==> src/rtl/axi_burst_pkg.sv <==
// Shared definitions for the AXI write-burst master: FSM state encoding,
// AXI protocol constants and the awsize helper.
package axi_burst_pkg;

  typedef enum logic [1:0] {
    ST_IDLE = 2'd0,
    ST_ADDR = 2'd1,
    ST_DATA = 2'd2,
    ST_RESP = 2'd3
  } state_e;

  localparam logic [1:0] AXI_BURST_INCR = 2'b01;
  localparam logic [1:0] AXI_RESP_OKAY  = 2'b00;

  // awsize encodes log2 of the bytes per beat
  function automatic logic [2:0] calc_awsize(input int data_width);
    int          nbytes;
    logic [2:0]  sz;
    nbytes = data_width / 8;
    sz     = 3'd0;
    for (int i = 0; i < 8; i++) begin
      if ((1 << i) == nbytes) sz = 3'(i);
    end
    return sz;
  endfunction

endpackage

==> src/rtl/burst_addr_gen.sv <==
// Burst start-address generator: walks a circular region in fixed steps,
// wrapping back to the base address at the end of the ring.
module burst_addr_gen #(
  parameter int     ADDR_WIDTH   = 32,
  parameter longint BASE_ADDR    = 0,
  parameter longint REGION_BYTES = 4096,
  parameter longint STEP_BYTES   = 64
) (
  input  logic                  aclk,
  input  logic                  areset,
  input  logic                  advance,
  output logic [ADDR_WIDTH-1:0] addr
);

  localparam logic [ADDR_WIDTH-1:0] BASE     = ADDR_WIDTH'(BASE_ADDR);
  localparam logic [ADDR_WIDTH-1:0] END_ADDR = ADDR_WIDTH'(BASE_ADDR + REGION_BYTES);
  localparam logic [ADDR_WIDTH-1:0] STEP     = ADDR_WIDTH'(STEP_BYTES);

  logic [ADDR_WIDTH-1:0] addr_q;
  logic [ADDR_WIDTH-1:0] addr_inc;

  assign addr_inc = addr_q + STEP;

  always_ff @(posedge aclk) begin
    if (areset) begin
      addr_q <= BASE;
    end else if (advance) begin
      addr_q <= (addr_inc == END_ADDR) ? BASE : addr_inc;
    end
  end

  assign addr = addr_q;

endmodule

==> src/rtl/axi_write_burst_master.sv <==
// AXI-Stream to AXI4 write-burst master: one outstanding fixed-length INCR
// burst at a time into a ring region. Optional macro: AXIWM_RESP_CHECK_EN.
module axi_write_burst_master
  import axi_burst_pkg::*;
#(
  parameter int     DATA_WIDTH   = 32,
  parameter int     ADDR_WIDTH   = 32,
  parameter int     BURST_LEN    = 16,
  parameter longint BASE_ADDR    = 0,
  parameter longint REGION_BYTES = 4096
) (
  input  logic                    aclk,
  input  logic                    areset,
  input  logic [DATA_WIDTH-1:0]   s_axis_tdata,
  input  logic                    s_axis_tvalid,
  output logic                    s_axis_tready,
  output logic [ADDR_WIDTH-1:0]   awaddr,
  output logic [ADDR_WIDTH/4-1:0] awlen,
  output logic [2:0]              awsize,
  output logic [1:0]              awburst,
  output logic                    awvalid,
  input  logic                    awready,
  output logic [DATA_WIDTH-1:0]   wdata,
  output logic [DATA_WIDTH/8-1:0] wstrb,
  output logic                    wlast,
  output logic                    wvalid,
  input  logic                    wready,
  input  logic [1:0]              bresp,
  input  logic                    bvalid,
  output logic                    bready,
  output logic [15:0]             burst_count,
  output logic                    busy,
  output logic                    resp_err
);

  localparam int     BEAT_W     = (BURST_LEN > 1) ? $clog2(BURST_LEN) : 1;
  localparam int     LEN_W      = ADDR_WIDTH / 4;
  localparam longint STEP_BYTES = longint'(BURST_LEN) * DATA_WIDTH / 8;
  localparam logic [BEAT_W-1:0] LAST_BEAT = BEAT_W'(BURST_LEN - 1);

  state_e            state_q;
  state_e            state_d;
  logic [BEAT_W-1:0] beat_cnt;
  logic [15:0]       burst_cnt_q;
  logic              in_data;
  logic              aw_hs;
  logic              w_hs;
  logic              b_hs;

  // AW/W/B channel drive: W is a combinational pass-through of the stream
  assign in_data       = (state_q == ST_DATA);
  assign awvalid       = (state_q == ST_ADDR);
  assign wvalid        = in_data && s_axis_tvalid;
  assign s_axis_tready = in_data && wready;
  assign wdata         = s_axis_tdata;
  assign wlast         = in_data && (beat_cnt == LAST_BEAT);
  assign bready        = (state_q == ST_RESP);
  assign busy          = (state_q != ST_IDLE);

  assign awlen   = LEN_W'(BURST_LEN - 1);
  assign awsize  = calc_awsize(DATA_WIDTH);
  assign awburst = AXI_BURST_INCR;
  assign wstrb   = '1;

  assign aw_hs = awvalid && awready;
  assign w_hs  = wvalid && wready;
  assign b_hs  = bready && bvalid;

  always_comb begin
    state_d = state_q;
    unique case (state_q)
      ST_IDLE: if (s_axis_tvalid) state_d = ST_ADDR;
      ST_ADDR: if (aw_hs)         state_d = ST_DATA;
      ST_DATA: if (w_hs && wlast) state_d = ST_RESP;
      ST_RESP: if (b_hs)          state_d = ST_IDLE;
      default:                    state_d = ST_IDLE;
    endcase
  end

  always_ff @(posedge aclk) begin
    if (areset) begin
      state_q     <= ST_IDLE;
      beat_cnt    <= '0;
      burst_cnt_q <= '0;
    end else begin
      state_q <= state_d;
      if (aw_hs) begin
        beat_cnt <= '0;
      end else if (w_hs) begin
        beat_cnt <= beat_cnt + 1'b1;
      end
      if (b_hs) burst_cnt_q <= burst_cnt_q + 16'd1;
    end
  end

  assign burst_count = burst_cnt_q;

  burst_addr_gen #(
    .ADDR_WIDTH  (ADDR_WIDTH),
    .BASE_ADDR   (BASE_ADDR),
    .REGION_BYTES(REGION_BYTES),
    .STEP_BYTES  (STEP_BYTES)
  ) u_addr_gen (
    .aclk   (aclk),
    .areset (areset),
    .advance(b_hs),
    .addr   (awaddr)
  );

`ifdef AXIWM_RESP_CHECK_EN
  logic        resp_err_q;
  logic [15:0] dbg_err_cnt_q;

  // Sticky error flag plus a saturating debug count of bad responses
  always_ff @(posedge aclk) begin
    if (areset) begin
      resp_err_q    <= 1'b0;
      dbg_err_cnt_q <= '0;
    end else if (b_hs && (bresp != AXI_RESP_OKAY)) begin
      resp_err_q <= 1'b1;
      if (dbg_err_cnt_q != 16'hFFFF) dbg_err_cnt_q <= dbg_err_cnt_q + 16'd1;
    end
  end

  assign resp_err = resp_err_q;
`else
  logic unused_bresp;
  assign unused_bresp = ^bresp;
  assign resp_err     = 1'b0;
`endif

endmodule

==> config.mk <==
export PLATFORM = sky130hd
export DESIGN_NAME = axi_write_burst_master
export DESIGN_NICKNAME = d
export VERILOG_FILES = /design/src/rtl/axi_burst_pkg.sv /design/src/rtl/burst_addr_gen.sv /design/src/rtl/axi_write_burst_master.sv
export SDC_FILE = /design/constraint.sdc
export NUM_CORES = 1
export LEC_CHECK = 0
export CAP_MARGIN = 20
export CORE_MARGIN = 2
export CORE_UTILIZATION = 45
export DETAILED_ROUTE_END_ITERATION = 8
export PLACE_DENSITY_LB_ADDON = 0.2
export SLEW_MARGIN = 30
export SYNTH_ARGS = -nofsm -noshare
export SYNTH_HDL_FRONTEND = slang
export SYNTH_SLANG_ARGS = --single-unit
==> constraint.sdc <==
create_clock -name aclk -period 6.4 [get_ports aclk]
set_input_delay 1.6 -clock aclk [delete_from_list [all_inputs] [get_ports aclk]]
set_output_delay 1.6 -clock aclk [all_outputs]
set_load 0.05 [all_outputs]
==> metrics.csv <==
stage;metric;value;unit
run_status;status;complete, no violations;
place;portBuffers;53;
layout;area_delta_synth_final;7.86;%
global_routing;grt-ovfl-total;0;
critical_path;cp_max_fo;5;
logic_synthesis;yosysUniqueCellTypes;46;
power_and_ir_drop;ir_drop;0.113;mV
global_routing;first_global_vias;2232;
critical_path;r2r_slack;3710;ps
route;drc_errors;0;
layout;final_cell_mix;clkdlybuf4s50_1, nor2_1, dfxtp_1, nand2_1;
sta;finalCriticalPeriod;4690;ps
sta;fmax;0.213;GHz
critical_path;rr_worst_depth;8;
route;drt-vias-per-instance;5.18;
cts;cts_root_buffer;clkbuf_8;
place;place_ws;1710;ps
cts;numClockSinks;48;
die;rows;30;
logic_synthesis;synth_top_area_share;30.5;%
critical_path;crit_required;4800;ps
logic_synthesis;ys_seq_area_share;30.5;%
sta;hold_slack;509;ps
critical_path;rr_endpoint;u_addr_gen.addr[7];
min_path;hold_path_depth;2;
die;num_io_pins;144;
place;dp.final_hpwl;4620;µm
route;wl_per_cell;13.0;µm
die;die_area;7690;µm²
logic_synthesis;yosysWarnings;0;
die;dieWidth;87.7;µm
sta;tightestPinTransition;771;ps
die;die_h;87.7;µm
logic_synthesis;syn_area;3150;µm²
logic_synthesis;synth-seq-cells;48;
layout;stdcell_area;3400;µm²
route;first_iter_violations;133;
cts;clockBufferDepth;2;
global_routing;grt_max_degree;46;
layout;num-nets-final;444;
sta;setup_ws;1710;ps
sta;finalClockSkew;7.98;ps
min_path;min_from;beat_cnt[3];
power_and_ir_drop;p_leak;1.19;nW
critical_path;critPathArrivalTime;3090;ps
place;place.gp.congestion;0.872;
logic_synthesis;ys_top_cells_by_area;dfxtp_1, buf_4, xor2_1;
sta;fin_setup_tns;0;ps
cts;path_clk_slew;80;ps
logic_synthesis;async_reset_ff_share;0;%
route;first_pass_iters;4;
sta;hold_viol;0;
layout;final-instance-count-excl-fill;491;
sta;setup_viol;0;
power_and_ir_drop;fin_total_pwr;0.636;mW
layout;fin_util;50.1;%
critical_path;rr_startpoint;u_addr_gen.addr[7];
global_routing;grt_pass1_wl;10600;µm
cts;cts_tree;yes;
sta;max-slew-margin-rel;48.1;%
job;maxCapViolations;0;
route;ant_nets;0;
place;dpl_cell_area;3320;µm²
route;vias;2541;
global_routing;antenna_found_initial;0;
cts;hold_buffers;0;
logic_synthesis;synth_edf_count;0;
sta;period_share;73.3;%
power_and_ir_drop;p_per_area;187;nW/µm²
logic_synthesis;synth_top_cell_by_area;dfxtp_1;
place;dp_cells;484;
logic_synthesis;synth_flop_cell;dfxtp_1;
cts;cts-resized-gates;0;
min_path;min_to;beat_cnt[3];
cts;cts_max_level;2;
cts;cts_setup_buffers;0;
die;start_util;46.4;%
global_routing;groute.usage.overall;16.9;%
layout;n_antenna_cell;0;
die;core-area;6790;µm²
sta;rsz0062_at_grt;false;
min_path;min_path_type;flip-flop to flip-flop;
cts;cts_buffers;5;
layout;mostFrequentLayoutCell;clkdlybuf4s50_1;
logic_synthesis;synthesis.instances;385;
cts;clk_latency;300;ps
logic_synthesis;syn_area_per_cell;8.19;µm²
layout;drive_gt1_share;4.56;%
critical_path;criticalPathCategory;primary input to output pin;
critical_path;startpoint_type;primary input;
critical_path;cp-end-kind;output pin;
sta;slew_violations;0;
route;finalWirelength;6370;µm
## cells in the mapped netlist (4+ instances only)
| master | number |
|---|---|
| clkbuf_8 | 7 |
| and2_1 | 4 |
| ha_1 | 9 |
| nand4_1 | 12 |
| xnor2_1 | 16 |
| buf_4 | 58 |
| or3_1 | 10 |
| a211oi_1 | 5 |
| nand3_1 | 20 |
| nor3_1 | 9 |
| dfxtp_1 | 48 |
| o21ai_0 | 11 |
| clkbuf_1 | 5 |
| nor2_1 | 48 |
| nand2_1 | 28 |
| nor4_1 | 5 |
| a31oi_1 | 4 |
| inv_1 | 7 |
| a21oi_1 | 12 |
| and4_1 | 6 |
| xor2_1 | 24 |
| and3_1 | 6 |
## per-layer routing
metal,wire length (µm),up-vias,global-route usage (%),part of all wire (%)
li1,-,1263,-,-
met1,2980,1180,23.3,47
met2,2860,79,26.5,45
met3,394,19,3.49,6.2
met4,132,0,5.59,2.1
met5,0,-,0,0
## registers in the layout, summed over array words and instances, names as in the netlist
register,cells
state_q,2
u_addr_gen.addr,26
burst_count,16
beat_cnt,4
## worst max-delay path by stage
stage / depth (start not counted) / from / to
5_1_grt: 3 / s_axis_tvalid / wvalid
4_1_cts: 3 / s_axis_tvalid / wvalid
3_5_place_dp: 3 / s_axis_tvalid / wvalid
2_1_floorplan: 1 / wready / s_axis_tready
3_3_place_gp: 3 / s_axis_tvalid / wvalid
6_report: 3 / s_axis_tvalid / wvalid
## cell type report
class,instances,area [µm²]
clock buffer,6,72.6
clock inverter,1,5.00
fill,703,3390
inverter,7,26.3
multi-input combinational,279,1680
sequential,48,961
tap,96,120
timing repair buffer,54,538
## worst max-delay path, stage by stage
cell and delay (ps):
clkdlybuf4s50_1 550, and2_1 150, clkdlybuf4s50_1 790
## logic make-up after synthesis
| kind of cell | synth area share [%] |
|---|---|
| and+or+nand+nor | 26.3 |
| buffers and inverters | 18.9 |
| DFF | 30.5 |
| AOI/OAI and AO/OA | 8.77 |
| xor gates and xnor gates | 11.1 |
| adders and majority gates | 3.57 |
| other | 0.238 |
| muxes | 0.635 |
## power breakdown
part,internal (mW),leakage (nW),switching [mW]
Clock,0.0745,0.0410,0.0974
Combinational,0.0438,0.767,0.109
Sequential,0.305,0.387,0.00643
Total,0.423,1.19,0.213
(Power assumes the default switching activity.)
==> edit 1, RTL diff (same settings) <==
`ADDR_WIDTH` is set to 32 in 2 places; all go to 64.
--- a/src/rtl/burst_addr_gen.sv
+++ b/src/rtl/burst_addr_gen.sv
@@ -1,7 +1,7 @@
 // Burst start-address generator: walks a circular region in fixed steps,
 // wrapping back to the base address at the end of the ring.
 module burst_addr_gen #(
-  parameter int     ADDR_WIDTH   = 32,
+  parameter int     ADDR_WIDTH   = 64,
   parameter longint BASE_ADDR    = 0,
   parameter longint REGION_BYTES = 4096,
   parameter longint STEP_BYTES   = 64
--- a/src/rtl/axi_write_burst_master.sv
+++ b/src/rtl/axi_write_burst_master.sv
@@ -4,7 +4,7 @@
   import axi_burst_pkg::*;
 #(
   parameter int     DATA_WIDTH   = 32,
-  parameter int     ADDR_WIDTH   = 32,
+  parameter int     ADDR_WIDTH   = 64,
   parameter int     BURST_LEN    = 16,
   parameter longint BASE_ADDR    = 0,
   parameter longint REGION_BYTES = 4096
Ports: changed (resized awaddr and awlen); port bits go from 144 to 184. The function was not compared with the original's and may differ.
==> edit 1 against the original RTL <==
Worst setup slack better by 0.013 ns; first-iteration DRC count grew to 3.3 times the old value; synthesized area grew 74%; wire length rose by 130%; design area is 84% higher; worst hold slack lost 0.018 ns; power grew 93%; sequential share of layout area decreased by 2.7 points; sequential cell count rose by 32; largest cell class unchanged; largest power group is now clock.
==> edit 1: results (changes against the original RTL) <==
DR iter-0 viols=436 (was 133); pin count of the biggest net entering global routing=41 (was 46); Inserted Clock Buffers=9 (was 5); Clk pin slew, worst setup/hold paths=0.06 ns (was 0.08 ns); drt pass-1 iters=5 (was 4); asr flop ratio synth=0 (unchanged); vias in the first global route=4671 (was 2232); Syn Area/Cell=7.77 um^2 (was 8.19 um^2); Max VDD drop=0.247 mV (was 0.113 mV); number of port buffers=85 (was 53); worst-skew pair later-pin latency=0.35 ns (was 0.30 ns); initial antenna violation count=0 (unchanged); Slew @ Worst Pin=0.916 ns (was 0.771 ns); worst path arrival time=3.08 ns (was 3.09 ns); first-pass GRT wire length=23.6 mm (was 10.6 mm); met3 wire len=967 um (was 394 um); layout cell share with drive strength beyond 1=0.0410 (was 0.0456); met1 WL=6.48 mm (was 2.98 mm); Top Metal Used=met4 (unchanged); # nets final=775 (was 444); H-tree level count=3 (was 2); Max Fanout on Critical Path=5 (unchanged); met3 Use GR=0.0540 (was 0.0349); Worst Hold Class=reg -> reg (unchanged); CTS resizes=0 (unchanged); gpl congestion=0.894 (was 0.872); CP max stage delay=0.80 ns; Cell Count, Final, Fillers Out=879 (was 491); placed cells=863 (was 484); top cells by area, synth=dfxtp_1, buf_4, xor2_1, nor2_1, xnor2_1 (unchanged); detailed-route via count=5003 (was 2541); Ys Warns=0 (unchanged); met2 routed WL=6.84 mm (was 2.86 mm); GRT Overall Usage=0.227 (was 0.169); synth cell count leaders=nor2_1, dfxtp_1, buf_4 (was buf_4, dfxtp_1, nor2_1); placed instance area=5960 um^2 (was 3320 um^2); number of flip-flops in the largest register=58 (was 26); CTS root buffer=clkbuf_16 (was clkbuf_8); sequential-to-total area share from yosys stat=0.292 (was 0.305); Register-to-Register Path Depth=10 (was 8); Antenna Cells=0 (unchanged); Hold Crit Depth=2 (unchanged); CP top delay family=buffers and inverters (unchanged); dpl hpwl=10.7 mm (was 4.62 mm); met1 usage=0.293 (was 0.233); met2 Usage GRT=0.363 (was 0.265); status=finished clean (unchanged); Leak=0.00211 uW (was 0.00119 uW); Netlist cell types=54 (was 46); post-CTS setup repair buffer count=0 (unchanged); Filler Cells Inserted=1193 (was 703); Detailed Route WL=14.6 mm (was 6.37 mm); Final Skew=0.00806 ns (was 0.00798 ns); clock buffer depth=2 (unchanged); slowest CP cell=clkdlybuf4s50_1 (unchanged)
[edit 1: cell families (layout without fill, tap and decap cells)]
| group | count (synthesis) | count (layout) | share of synthesized area |
|---|---|---|---|
| xor gates and xnor gates | 88 | 88 | 0.141 |
| and+or+nand+nor | 350 | 350 | 0.335 |
| adders and majority gates | 8 | 8 | 0.0183 |
| DFF | 80 | 80 | 0.292 |
| muxes | 7 | 7 | 0.0128 |
| buffers and inverters | 114 | 111 | 0.130 |
| AOI/OAI and AO/OA | 56 | 56 | 0.0694 |
| other | 2 | 32 | 0.00137 |
[edit 1: path summary, 6_finish.rpt]
check,from,to,slack [ns]
hold / removal,beat_cnt[3],beat_cnt[3],0.49
setup reg to reg,u_addr_gen.addr[14],u_addr_gen.addr[37],2.10
hold reg to reg,beat_cnt[3],beat_cnt[3],0.49
setup / recovery,s_axis_tvalid,wvalid,1.72
[edit 1: layout make-up]
cell class              count  area share
inverters                   8     0.00479
repair buffers             87       0.138
flip-flops and latches     80       0.255
well taps                 147      0.0293
multi-input cells         541       0.522
clock buffers              11      0.0371
clock inverters             5      0.0130
[edit 1: metrics by stage]
step	power (uW)	setup WS, ns	utilization	hold WS (ns)
6_report	1230	1.72	0.524	0.491
3_5_place_dp	693	1.70	0.498	0.484
2_1_floorplan	726	2.74	-	0.454
3_3_place_gp	689	1.74	0.498	0.468
4_1_cts	1250	1.70	0.524	0.495
5_1_grt	1280	1.64	0.524	0.514
[edit 1: tightest hold or removal path, cell delays in order, from the launching register on]
cell,delay (ns)
dfxtp_1,0.32
o21ai_0,0.07
a21oi_1,0.06
[edit 1: where the power goes]
part / internal, uW / switching [uW] / leakage, uW
registers: 504 / 6.04 / 0.000644
clock network: 342 / 206 / 0.000150
logic: 44.8 / 127 / 0.00132
==> edit 2, RTL diff (config.mk and constraints unchanged) <==
Without the edit above. The 4 states of `state_e` get a Gray code encoding in 2 bits.
--- a/src/rtl/axi_burst_pkg.sv
+++ b/src/rtl/axi_burst_pkg.sv
@@ -3,10 +3,10 @@
 package axi_burst_pkg;
 
   typedef enum logic [1:0] {
-    ST_IDLE = 2'd0,
-    ST_ADDR = 2'd1,
-    ST_DATA = 2'd2,
-    ST_RESP = 2'd3
+    ST_IDLE = 2'b00,
+    ST_ADDR = 2'b01,
+    ST_DATA = 2'b11,
+    ST_RESP = 2'b10
   } state_e;
 
   localparam logic [1:0] AXI_BURST_INCR = 2'b01;
Check against the original RTL: no difference found for any inputs over 10 cycles, from zero or initial values and one cycle with areset high; not proved beyond that.
==> edit 2 against the original RTL <==
Worst setup slack better by 0.011 ns; wire length is 7.9% lower; synthesized area is 3.7% lower; non-clock buffer count stayed put; synthesized cell count is 2.3% lower; worst hold slack worse by 0.011 ns; design area is 1.1% lower; sequential cell count stayed put; largest cell class unchanged.
Power is not compared: it rests on default switching activity, and its combinational part moved more than twofold at a synthesized area within 25%.
==> edit 2: results (changes against the original RTL) <==
CTS root buffer=clkbuf_8 (unchanged); vias in the first global route=2096 (was 2232); status=finished clean (unchanged); Detailed Route WL=5.86 mm (was 6.37 mm); number of flops mapped to enable cells by yosys=0 (unchanged); synth cell count leaders=buf_4, nor2_1, dfxtp_1 (was buf_4, dfxtp_1, nor2_1); # nets final=432 (was 444); CP top delay family=buffers and inverters (unchanged); post-CTS setup repair buffer count=0 (unchanged); Filler Cells Inserted=626 (was 703); number of flip-flops in the largest register=26 (unchanged); gpl congestion=0.868 (was 0.872); initial antenna violation count=0 (unchanged); DR iter-0 viols=88 (was 133); Netlist cell types=46 (unchanged); sequential-to-total area share from yosys stat=0.317 (was 0.305); top cells by area, synth=dfxtp_1, buf_4, xor2_1, nor2_1, nand3_1 (was dfxtp_1, buf_4, xor2_1, nor2_1, xnor2_1); number of port buffers=53 (unchanged); grt ovf=0 (unchanged); Inserted Clock Buffers=5 (unchanged); worst path arrival time=3.08 ns (was 3.09 ns); pin count of the biggest net entering global routing=48 (was 46); placed instance area=3270 um^2 (was 3320 um^2); CTS resizes=0 (unchanged); H-tree level count=2 (unchanged); Clk pin slew, worst setup/hold paths=0.09 ns; dpl hpwl=4.24 mm (was 4.62 mm); Max Fanout on Critical Path=4 (was 5); asr flop ratio synth=0 (unchanged); slowest CP cell=clkdlybuf4s50_1 (unchanged); CP max stage delay=0.81 ns (was 0.79 ns); Max VDD drop=0.0882 mV; net switching power=154 uW; Ys Warns=0 (unchanged); detailed-route via count=2378 (was 2541); worst-skew pair later-pin latency=0.30 ns (about the same); first-pass GRT wire length=9.55 mm (was 10.6 mm); Slew @ Worst Pin=0.578 ns (was 0.771 ns); Placement Setup Slack=1.71 ns (about the same); Leak=0.00124 uW; Final Skew=0.00843 ns (was 0.00798 ns); layout cell share with drive strength beyond 1=0.0514 (was 0.0456); GRT Overall Usage=0.159 (was 0.169); Worst Hold Class=reg -> reg (unchanged)
[edit 2: per-stage QoR]
step,util,cells
4_1_cts,0.524,466
5_1_grt,0.524,466
2_1_floorplan,-,398
3_3_place_gp,0.509,458
6_report,0.524,466
3_5_place_dp,0.509,458
[edit 2: cell families after synthesis]
family	after synthesis	share of synthesized area
simple gates	171	0.303
buf+inv	77	0.167
xor+xnor	48	0.138
flops	48	0.317
compound gates	25	0.0536
fa+ha+maj	4	0.0165
other cells	2	0.00247
mux	1	0.00330
[edit 2: power by group through the flow]
| stage | sequential [uW] | clock (uW) | combinational, uW |
|---|---|---|---|
| 6_report | 303 | 191 | 58.9 |
| 5_1_grt | 303 | 213 | 62.0 |
| 4_1_cts | 303 | 198 | 59.0 |
| 3_5_place_dp | 310 | 0 | 58.9 |
| 3_3_place_gp | 310 | 0 | 58.8 |
| 2_1_floorplan | 309 | 0 | 114 |
[edit 2: per-layer routing]
layer	global-route usage	wire length [um]	vias up
li1	-	-	1207
met1	0.215	2870	1083
met2	0.241	2530	66
met3	0.0433	365	22
met4	0.0606	102	0
met5	0	0	-
[edit 2: final cells by class]
cell class	count	area share
clock buffers	7	0.0257
clock inverters	1	0.00223
inverters	6	0.00670
multi-input cells	273	0.491
flip-flops and latches	48	0.286
well taps	77	0.0286
repair buffers	54	0.160
[edit 2: final timing paths]
| path | startpoint | end | slack, ns | depth (start not counted) |
|---|---|---|---|---|
| worst max register to register | state_q[1] | u_addr_gen.addr[30] | 3.91 | 7 |
| worst min register to register | burst_count[1] | burst_count[1] | 0.50 | 2 |
| worst min-delay path | burst_count[1] | burst_count[1] | 0.50 | 2 |
| worst max-delay path | s_axis_tvalid | wvalid | 1.72 | 3 |
